File: src/rtl/branch_seq.sv
// Branch sequencer: steps the datapath through T3..T6 for a conditional branch.
// Tracks completed and taken branch counts with saturation.
module branch_seq #(
   parameter int CNT_W = 16
) (
   input  logic             clock,
   input  logic             clear,
   input  logic             start,
   input  logic             hold,
   input  logic [31:0]      ir,
   input  logic             con,
   output logic             gra,
   output logic             r_out,
   output logic             con_in,
   output logic             pc_out,
   output logic             y_in,
   output logic             c_out,
   output logic             add,
   output logic             z_in,
   output logic             zlow_out,
   output logic             pc_in,
   output logic             busy,
   output logic             done,
   output logic             taken,
   output logic             bad_cond,
   output logic [CNT_W-1:0] branch_cnt,
   output logic [CNT_W-1:0] taken_cnt
);

   typedef enum logic [2:0] {
      IDLE,
      T3,
      T4,
      T5,
      T6,
      DONE
   } state_t;

   state_t     state_q;
   state_t     state_d;
   logic [3:0] cc_q;
   logic       con_q;
   logic       bad_flag;
   logic       accept;

   // cc_q is kept for debug visibility; only ir[22:19] feeds the decode
   logic unused_bits;
   assign unused_bits = ^{ir[31:23], ir[18:0], cc_q};

   assign accept = (state_q == IDLE) && start && !hold;

   // next-state: advance one step per cycle unless stalled
   always_comb begin
      state_d = state_q;
      if (!hold) begin
         unique case (state_q)
            IDLE: if (start) state_d = (ir[22:19] <= 4'd3) ? T3 : DONE;
            T3:   state_d = T4;
            T4:   state_d = T5;
            T5:   state_d = T6;
            T6:   state_d = DONE;
            DONE: state_d = IDLE;
            default: state_d = IDLE;
         endcase
      end
   end

   // state, captured condition info and saturating counters
   always_ff @(posedge clock or negedge clear) begin
      if (!clear) begin
         state_q    <= IDLE;
         cc_q       <= '0;
         con_q      <= 1'b0;
         bad_flag   <= 1'b0;
         branch_cnt <= '0;
         taken_cnt  <= '0;
      end else begin
         state_q <= state_d;
         if (accept) begin
            cc_q     <= ir[22:19];
            bad_flag <= (ir[22:19] > 4'd3);
            con_q    <= 1'b0;
         end
         if (!hold && state_q == T4) con_q <= con;
         if (!hold && state_q == T6) begin
            if (branch_cnt != '1) branch_cnt <= branch_cnt + CNT_W'(1);
            if (con_q && taken_cnt != '1) taken_cnt <= taken_cnt + CNT_W'(1);
         end
      end
   end

   // Moore decode of strobes and status from the current state
   always_comb begin
      gra      = 1'b0;
      r_out    = 1'b0;
      con_in   = 1'b0;
      pc_out   = 1'b0;
      y_in     = 1'b0;
      c_out    = 1'b0;
      add      = 1'b0;
      z_in     = 1'b0;
      zlow_out = 1'b0;
      pc_in    = 1'b0;
      done     = 1'b0;
      taken    = 1'b0;
      bad_cond = 1'b0;
      busy     = (state_q != IDLE);
      unique case (state_q)
         T3: begin
            gra    = 1'b1;
            r_out  = 1'b1;
            con_in = 1'b1;
         end
         T4: begin
            pc_out = 1'b1;
            y_in   = 1'b1;
         end
         T5: begin
            c_out = 1'b1;
            add   = 1'b1;
            z_in  = 1'b1;
         end
         T6: begin
            zlow_out = 1'b1;
            pc_in    = con_q;
         end
         DONE: begin
            done     = 1'b1;
            taken    = con_q;
            bad_cond = bad_flag;
         end
         default: ;
      endcase
   end

endmodule

File: config.mk
export PLATFORM = sky130hd
export DESIGN_NAME = branch_seq
export DESIGN_NICKNAME = d
export VERILOG_FILES = /design/src/rtl/branch_seq.sv
export SDC_FILE = /design/constraint.sdc
export NUM_CORES = 1
export LEC_CHECK = 0
export CAP_MARGIN = 20
export CELL_PAD_IN_SITES_DETAIL_PLACEMENT = 1
export CELL_PAD_IN_SITES_GLOBAL_PLACEMENT = 1
export CORE_ASPECT_RATIO = 0.6
export CORE_UTILIZATION = 34
export DETAILED_ROUTE_END_ITERATION = 6
export PLACE_DENSITY = 0.9
export SYNTH_ARGS = -nofsm -noshare
export SYNTH_HDL_FRONTEND = slang
export SYNTH_SLANG_ARGS = --single-unit
File: constraint.sdc
create_clock -name clock -period 5.1 [get_ports clock]
set_clock_uncertainty 0.05 [all_clocks]
set_input_delay 1.02 -clock clock [delete_from_list [all_inputs] [get_ports clock]]
set_output_delay 1.02 -clock clock [all_outputs]
set_load 0.05 [all_outputs]
==> results of run 1 <==
flip-flops by register name (all words and copies together) (netlist names):
register and count:
taken_cnt 16, bad_flag 1, con_q 1, branch_cnt 16, state_q 3
worst min path at each step:
stage                         end  slack (ns)  depth (start not counted)           from
global route        taken_cnt[10]        0.47                          1  taken_cnt[10]
detailed placement  taken_cnt[10]        0.44                          1  taken_cnt[10]
global placement    taken_cnt[10]        0.44                          1  taken_cnt[10]
CTS                 taken_cnt[10]        0.45                          1  taken_cnt[10]
finish              taken_cnt[10]        0.45                          1  taken_cnt[10]
floorplan                bad_flag        0.46                          2       bad_flag
logic make-up after synthesis:
kind of cell | after synthesis | synth area share
AO/OA/AOI/OAI | 16 | 0.0537
XOR/XNOR | 25 | 0.111
adder cells (fa/ha/maj) | 2 | 0.0126
buffers and inverters | 16 | 0.0411
flip-flops | 37 | 0.467
multiplexers | 5 | 0.0278
AND/OR/NAND/NOR | 96 | 0.287
cells in the final DEF (no fill, tap or decap), types with 2 or more instances in the layout:
cell and n:
sky130_fd_sc_hd__nor2_1 15, sky130_fd_sc_hd__nor3_1 12, sky130_fd_sc_hd__clkdlybuf4s50_1 51, sky130_fd_sc_hd__a21oi_1 3
sky130_fd_sc_hd__and4_1 3, sky130_fd_sc_hd__dfrtp_1 37, sky130_fd_sc_hd__xor2_1 15, sky130_fd_sc_hd__nand2_1 16
sky130_fd_sc_hd__ha_1 2, sky130_fd_sc_hd__nor3b_1 7, sky130_fd_sc_hd__nor4_1 2, sky130_fd_sc_hd__inv_1 5
sky130_fd_sc_hd__clkinv_2 2, sky130_fd_sc_hd__nand3_1 10, sky130_fd_sc_hd__and3_1 2, sky130_fd_sc_hd__or3_1 2
sky130_fd_sc_hd__o21ai_0 7, sky130_fd_sc_hd__nand4_1 12, sky130_fd_sc_hd__mux2_2 4, sky130_fd_sc_hd__xnor2_1 10
sky130_fd_sc_hd__clkbuf_8 5, sky130_fd_sc_hd__and2_1 4
layout make-up:
cell class | instances | area [um2]
Sequential cell | 37 | 926
Clock buffer | 6 | 72.6
Multi-Input combinational cell | 144 | 973
Fill cell | 638 | 2980
Timing Repair Buffer | 52 | 515
Tap cell | 80 | 100
Inverter | 5 | 18.8
Clock inverter | 2 | 10.0
power by group through the flow:
stage	registers (mW)	clock network [mW]	logic [mW]
2_1_floorplan	0.466	0	0.287
4_1_cts	0.415	0.207	0.475
3_3_place_gp	0.416	0	0.466
3_5_place_dp	0.419	0	0.472
6_report	0.414	0.202	0.470
5_1_grt	0.427	0.222	0.495
worst max-delay path, cell delays in order (launching register included):
cell,delay (ns)
sky130_fd_sc_hd__dfrtp_1,0.63
sky130_fd_sc_hd__nor3b_1,0.46
sky130_fd_sc_hd__clkdlybuf4s50_1,0.89
layer usage:
metal,track usage,up-vias,wire length [um]
met3,0.0420,4,241
met4,0.0518,0,37
met1,0.245,844,2460
met5,0,-,0
li1,-,799,-
met2,0.305,53,2390
per-stage QoR:
| step | setup slack (ns) | power [mW] |
|---|---|---|
| 2_1_floorplan | 1.68 | 0.753 |
| 3_3_place_gp | 1.93 | 0.882 |
| 3_5_place_dp | 1.92 | 0.891 |
| 4_1_cts | 1.73 | 1.10 |
| 5_1_grt | 1.60 | 1.14 |
| 6_report | 1.75 | 1.09 |
==> metrics.txt, run 1 <==
FF+latch count, synth=37; worst flop-to-flop path startpoint=state_q[1]; DRT antenna net count=0; endpoint of the lowest-slack register-to-register path=taken_cnt[12]; most used standard cell by instance count after synthesis=sky130_fd_sc_hd__dfrtp_1; effective utilization at floorplan=0.354; Die Outline Area=slightly above 6000 um2; number of vias in the routed layout=1700; DRC=0; Post-Syn Nets=around 240; final standard cell utilization of the core=0.467; total congestion overflow=0; cell count of the worst reg-to-reg path=4; Clk Latency, worst-skew pair=approximately 0.29 ns; timing-limited maximum frequency=between 200 and 300 MHz; CP endpoint=y_in; maximum number of pins on one net before global-route repair=38; first-pass GRT wire length=approximately 8500 um; Post-CTS Repair Setup Buffers=0; TritonCTS Buffers=5; power density over the cells=415 nW/um2; Final Hold Slack=around 0.45 ns; CTS clock-pin slew for the worst setup and hold paths=roughly 0.080 ns; final instance area=around 2600 um2; H-tree Lvls=2; I/O pin cnt=83; input/output buffers=between 50 and 60; Mean Syn Cell Area=slightly above 10 um2; count of synthesis-stage warnings from yosys=0; die boundary width=around 100 um; cell row count=21; top cell types by occurrence after synthesis=37 x sky130_fd_sc_hd__dfrtp_1, 16 x sky130_fd_sc_hd__nand2_1, 15 x sky130_fd_sc_hd__nor2_1, 15 x sky130_fd_sc_hd__xor2_1; clock period minus final worst setup slack=3.35 ns; Switching Power=a little under 0.5 mW; total cell area at the placement stage=~2500 um2; part of the power in combinational logic=0.433; critical path startpoint=state_q[1]; Pint=0.596 mW; most area-consuming cells after synthesis=sky130_fd_sc_hd__dfrtp_1 47%, sky130_fd_sc_hd__xor2_1 6.6%, sky130_fd_sc_hd__xnor2_1 4.4%; number of instances in the synthesized netlist=roughly 200; global-route usage over all layers=0.183; switching share of total power=0.452; initial antenna violation count=0; total iterations of the first detailed-routing run=4; status=finished, final reports clean; per-cell via count in the routed design=5.21; Sequential Power Share=0.381; fraction of final layout cells sized beyond drive strength 1=0.0732; worst-case clock buffer depth=2; Nets=roughly 280; via count of the first global-routing pass=around 1700; WP data required=4.03 ns; library cell used as clock root buffer=sky130_fd_sc_hd__clkbuf_8; Sinks on Clock Net=37; worst vdd ir=0.000239 V; Antenna Diode Count=0; worst-margin pin slew=around 0.84 ns; post-CTS resize count=0; ys async rst share=1.00; Final period util=0.657; Hold Buf Count CTS=0; CTS tree=built; Post-Layout Cell Count=326; kind of start point of the critical path=flip-flop; clock network fraction of design power=0.186; final routed wire length divided by cell count=approximately 16 um; count of final hold-check violations=0; weighted congestion at the end of routability-driven global placement=0.786; post-synthesis sequential area ratio=0.467; class of the tightest hold or removal check=reg2reg; max-cap check violation count=0; pins over their slew limit=0; Detail Placement HPWL=approximately 3700 um; number of DRC violations after detailed-routing iteration 0=46; critical path start-end classification=reg2out; maximum net fanout on the critical path=16; most common flop cell mapped by yosys=sky130_fd_sc_hd__dfrtp_1; total standard cell area after synthesis=1980 um2; die height=between 60 and 70 um; CP Data Arrival Time=about 2.3 ns; total wire length after detailed routing=5130 um; number of placed instances, taps included=roughly 320; count of flip-flops with a built-in enable after synthesis=0; number of setup violations in the final report=0; setup TNS=0 ns; share of the synthesized area in the top cell type=0.467; static power due to leakage=1.09 nW; Area Growth Syn to Fin=32.1%; r2r setup slk=2.89 ns; setup repair after global routing missed its margin=false; normalized max-slew margin=0.442; biggest area consumer among synthesized cells=sky130_fd_sc_hd__dfrtp_1; Synth cell types=40; Setup crit end kind=output port; standard cell core area=roughly 5600 um2
No activity file was read; power rests on OpenSTA's default activity.
==> inputs of run 2 (changes only) <==
Settings changed: CORE_UTILIZATION 34 to 28, PLACE_DENSITY 0.9 to 0.8.
Clock period 5.1 ns to 2.8 ns, I/O delays scaled along.
==> run 2 against run 1 <==
- sequential share of layout area shrank 1.3 points
- combinational power increased by 84%
- clock-buffer cell count up 1
- via count fell by 3.1%
- register-to-register slack worse by 2.2 ns
- sequential cell count stayed put
- design area grew 4.1%
- wire length increased by 0.23%
- utilization fell by 6.5 points
- global-route usage fell by 3.3 points
- setup slack got worse by 1.6 ns
- critical path type unchanged
==> metrics.txt, run 2 (synthesis gave the netlist of run 1 again) <==
status=finished, final reports clean; cell row count=23; via count of the first global-routing pass=about 1700; WP data required=roughly 2.2 ns; Hold Buf Count CTS=0; timing-limited maximum frequency=375 MHz; setup repair after global routing missed its margin=false; Nets=around 290; die height=between 60 and 70 um; Detail Placement HPWL=around 3800 um; number of DRC violations after detailed-routing iteration 0=52; final total power=roughly 2.2 mW; critical path start-end classification=reg2out; Worst path max stage delay=between 0.8 and 0.9 ns; H-tree Lvls=2; initial antenna violation count=0; total iterations of the first detailed-routing run=3; total area of multi-input combinational cells=about 990 um2; final critical-path setup slack=0.131 ns; class of the tightest hold or removal check=in2async; static power due to leakage=between 1 and 1.5 nW; standard cell core area=about 6800 um2; input/output buffers=52; cell-by-cell trace of the critical path=nor3b_2 -> clkdlybuf4s50_1; total wire length after detailed routing=between 5000 and 6000 um; kind of start point of the critical path=flip-flop; number of vias in the routed layout=approximately 1600; Max stage delay cell, worst path=sky130_fd_sc_hd__clkdlybuf4s50_1; registers with the most flip-flops=branch_cnt (16), taken_cnt (16), state_q (3); Die Outline Area=around 7400 um2; Area Growth Syn to Fin=37.5%; worst-margin pin slew=~0.85 ns; Clk Latency, worst-skew pair=about 0.29 ns; worst-case clock buffer depth=2; final routed wire length divided by cell count=between 15 and 20 um; global-route usage over all layers=0.150; final standard cell utilization of the core=0.403; effective utilization at floorplan=0.293; Final period util=0.953; commonest non-fill, non-tap cells in the layout=48 x sky130_fd_sc_hd__clkdlybuf4s50_1, 35 x sky130_fd_sc_hd__dfrtp_1, 16 x sky130_fd_sc_hd__nand2_1, 15 x sky130_fd_sc_hd__nor2_1, 15 x sky130_fd_sc_hd__xor2_1; per-cell via count in the routed design=between 4 and 5; library cell used as clock root buffer=sky130_fd_sc_hd__clkbuf_16; setup TNS=0 ns; CTS tree=built; first-pass GRT wire length=8570 um; storage element area=928 um2; Sinks on Clock Net=37; power density over the cells=slightly above 800 nW/um2; TritonCTS Buffers=5; worst vdd ir=approximately 0.00049 V; most common cell after layout, fill and taps aside=sky130_fd_sc_hd__clkdlybuf4s50_1; total congestion overflow=0; Antenna Diode Count=0; Setup crit end kind=output port; pins over their slew limit=0; count of final hold-check violations=0; DRT antenna net count=0; I/O pin cnt=83; fraction of final layout cells sized beyond drive strength 1=0.109; CTS clock-pin slew for the worst setup and hold paths=0.06 ns; die boundary width=roughly 110 um; Post-Layout Cell Count=335; maximum net fanout on the critical path=13; CP Data Arrival Time=around 2 ns; number of placed instances, taps included=roughly 330; number of setup violations in the final report=0; normalized max-slew margin=0.432; clock period minus final worst setup slack=between 2 and 3 ns; number of fillers in the final layout=between 700 and 800; maximum number of pins on one net before global-route repair=38; DRC=0; Post-Place Worst Slack=0.312 ns; weighted congestion at the end of routability-driven global placement=0.782; max-cap check violation count=0
run 2: cell count changes in the layout (fill, tap and decap cells not counted), sizes merged:
cell | previous run | this run
buf | 1 | 6
clkdlybuf4s50 | 51 | 48
clkinv | 2 | 0
clkbuf | 6 | 7
dlymetal6s2s | 0 | 1
run 2: power by group:
part           internal [mW]  total (mW)  switching [mW]
Combinational          0.311       0.867           0.557
Clock                  0.350       0.563           0.214
Sequential             0.613       0.769           0.156
Total                   1.27        2.20           0.926
run 2: through the flow:
stage	hold WS, ns	cell area, um2
after floorplan	0.214	2000
after global placement	0.433	2570
after detailed placement	0.454	2570
after CTS	0.360	2720
after global routing	0.413	2720
final	0.327	2720
run 2: area by class of cell:
cell class,count,area share
multi-input combinational,144,0.363
clock buffer,7,0.0524
inverter,5,0.00689
sequential,37,0.341
tap,87,0.0400
timing repair buffer,55,0.197
run 2: final timing paths:
path / start / endpoint / slack (ns) / cells past startpoint
worst max-delay path: state_q[2] / zlow_out / 0.13 / 2
worst min-delay path: clear / branch_cnt[13] / 0.33 / 1
worst max register to register: branch_cnt[0] / branch_cnt[1] / 0.65 / 4
worst min register to register: taken_cnt[10] / taken_cnt[10] / 0.45 / 1
max in group asynchronous: clear / state_q[1] / 1.77 / 1
min in group clock: taken_cnt[10] / taken_cnt[10] / 0.45 / 1
run 2: critical path, delay by kind of cell (launching register included):
family                 cells  cell delay, ns
DFF                        1            0.58
and+or+nand+nor            1            0.33
buffers and inverters      1            0.86
run 2: what timing repair did:
action	CTS	global route
endpoints found under the hold margin	0	0
gates resized for setup	0	3
buffers inserted	0	0
setup endpoints to repair	0	6
run 2: routing by layer:
layer,global-route usage,up-vias,part of all wire
met2,0.232,32,0.43
met3,0.0377,6,0.040
met1,0.203,812,0.51
met4,0.0600,0,0.013
li1,-,797,-
met5,0,-,0
==> inputs of run 3 (changes only) <==
Settings changed: GPL_ROUTABILITY_DRIVEN set to 1.
==> results of run 3 <==
The final DEF is identical to that of run 2; final timing and power are the same.
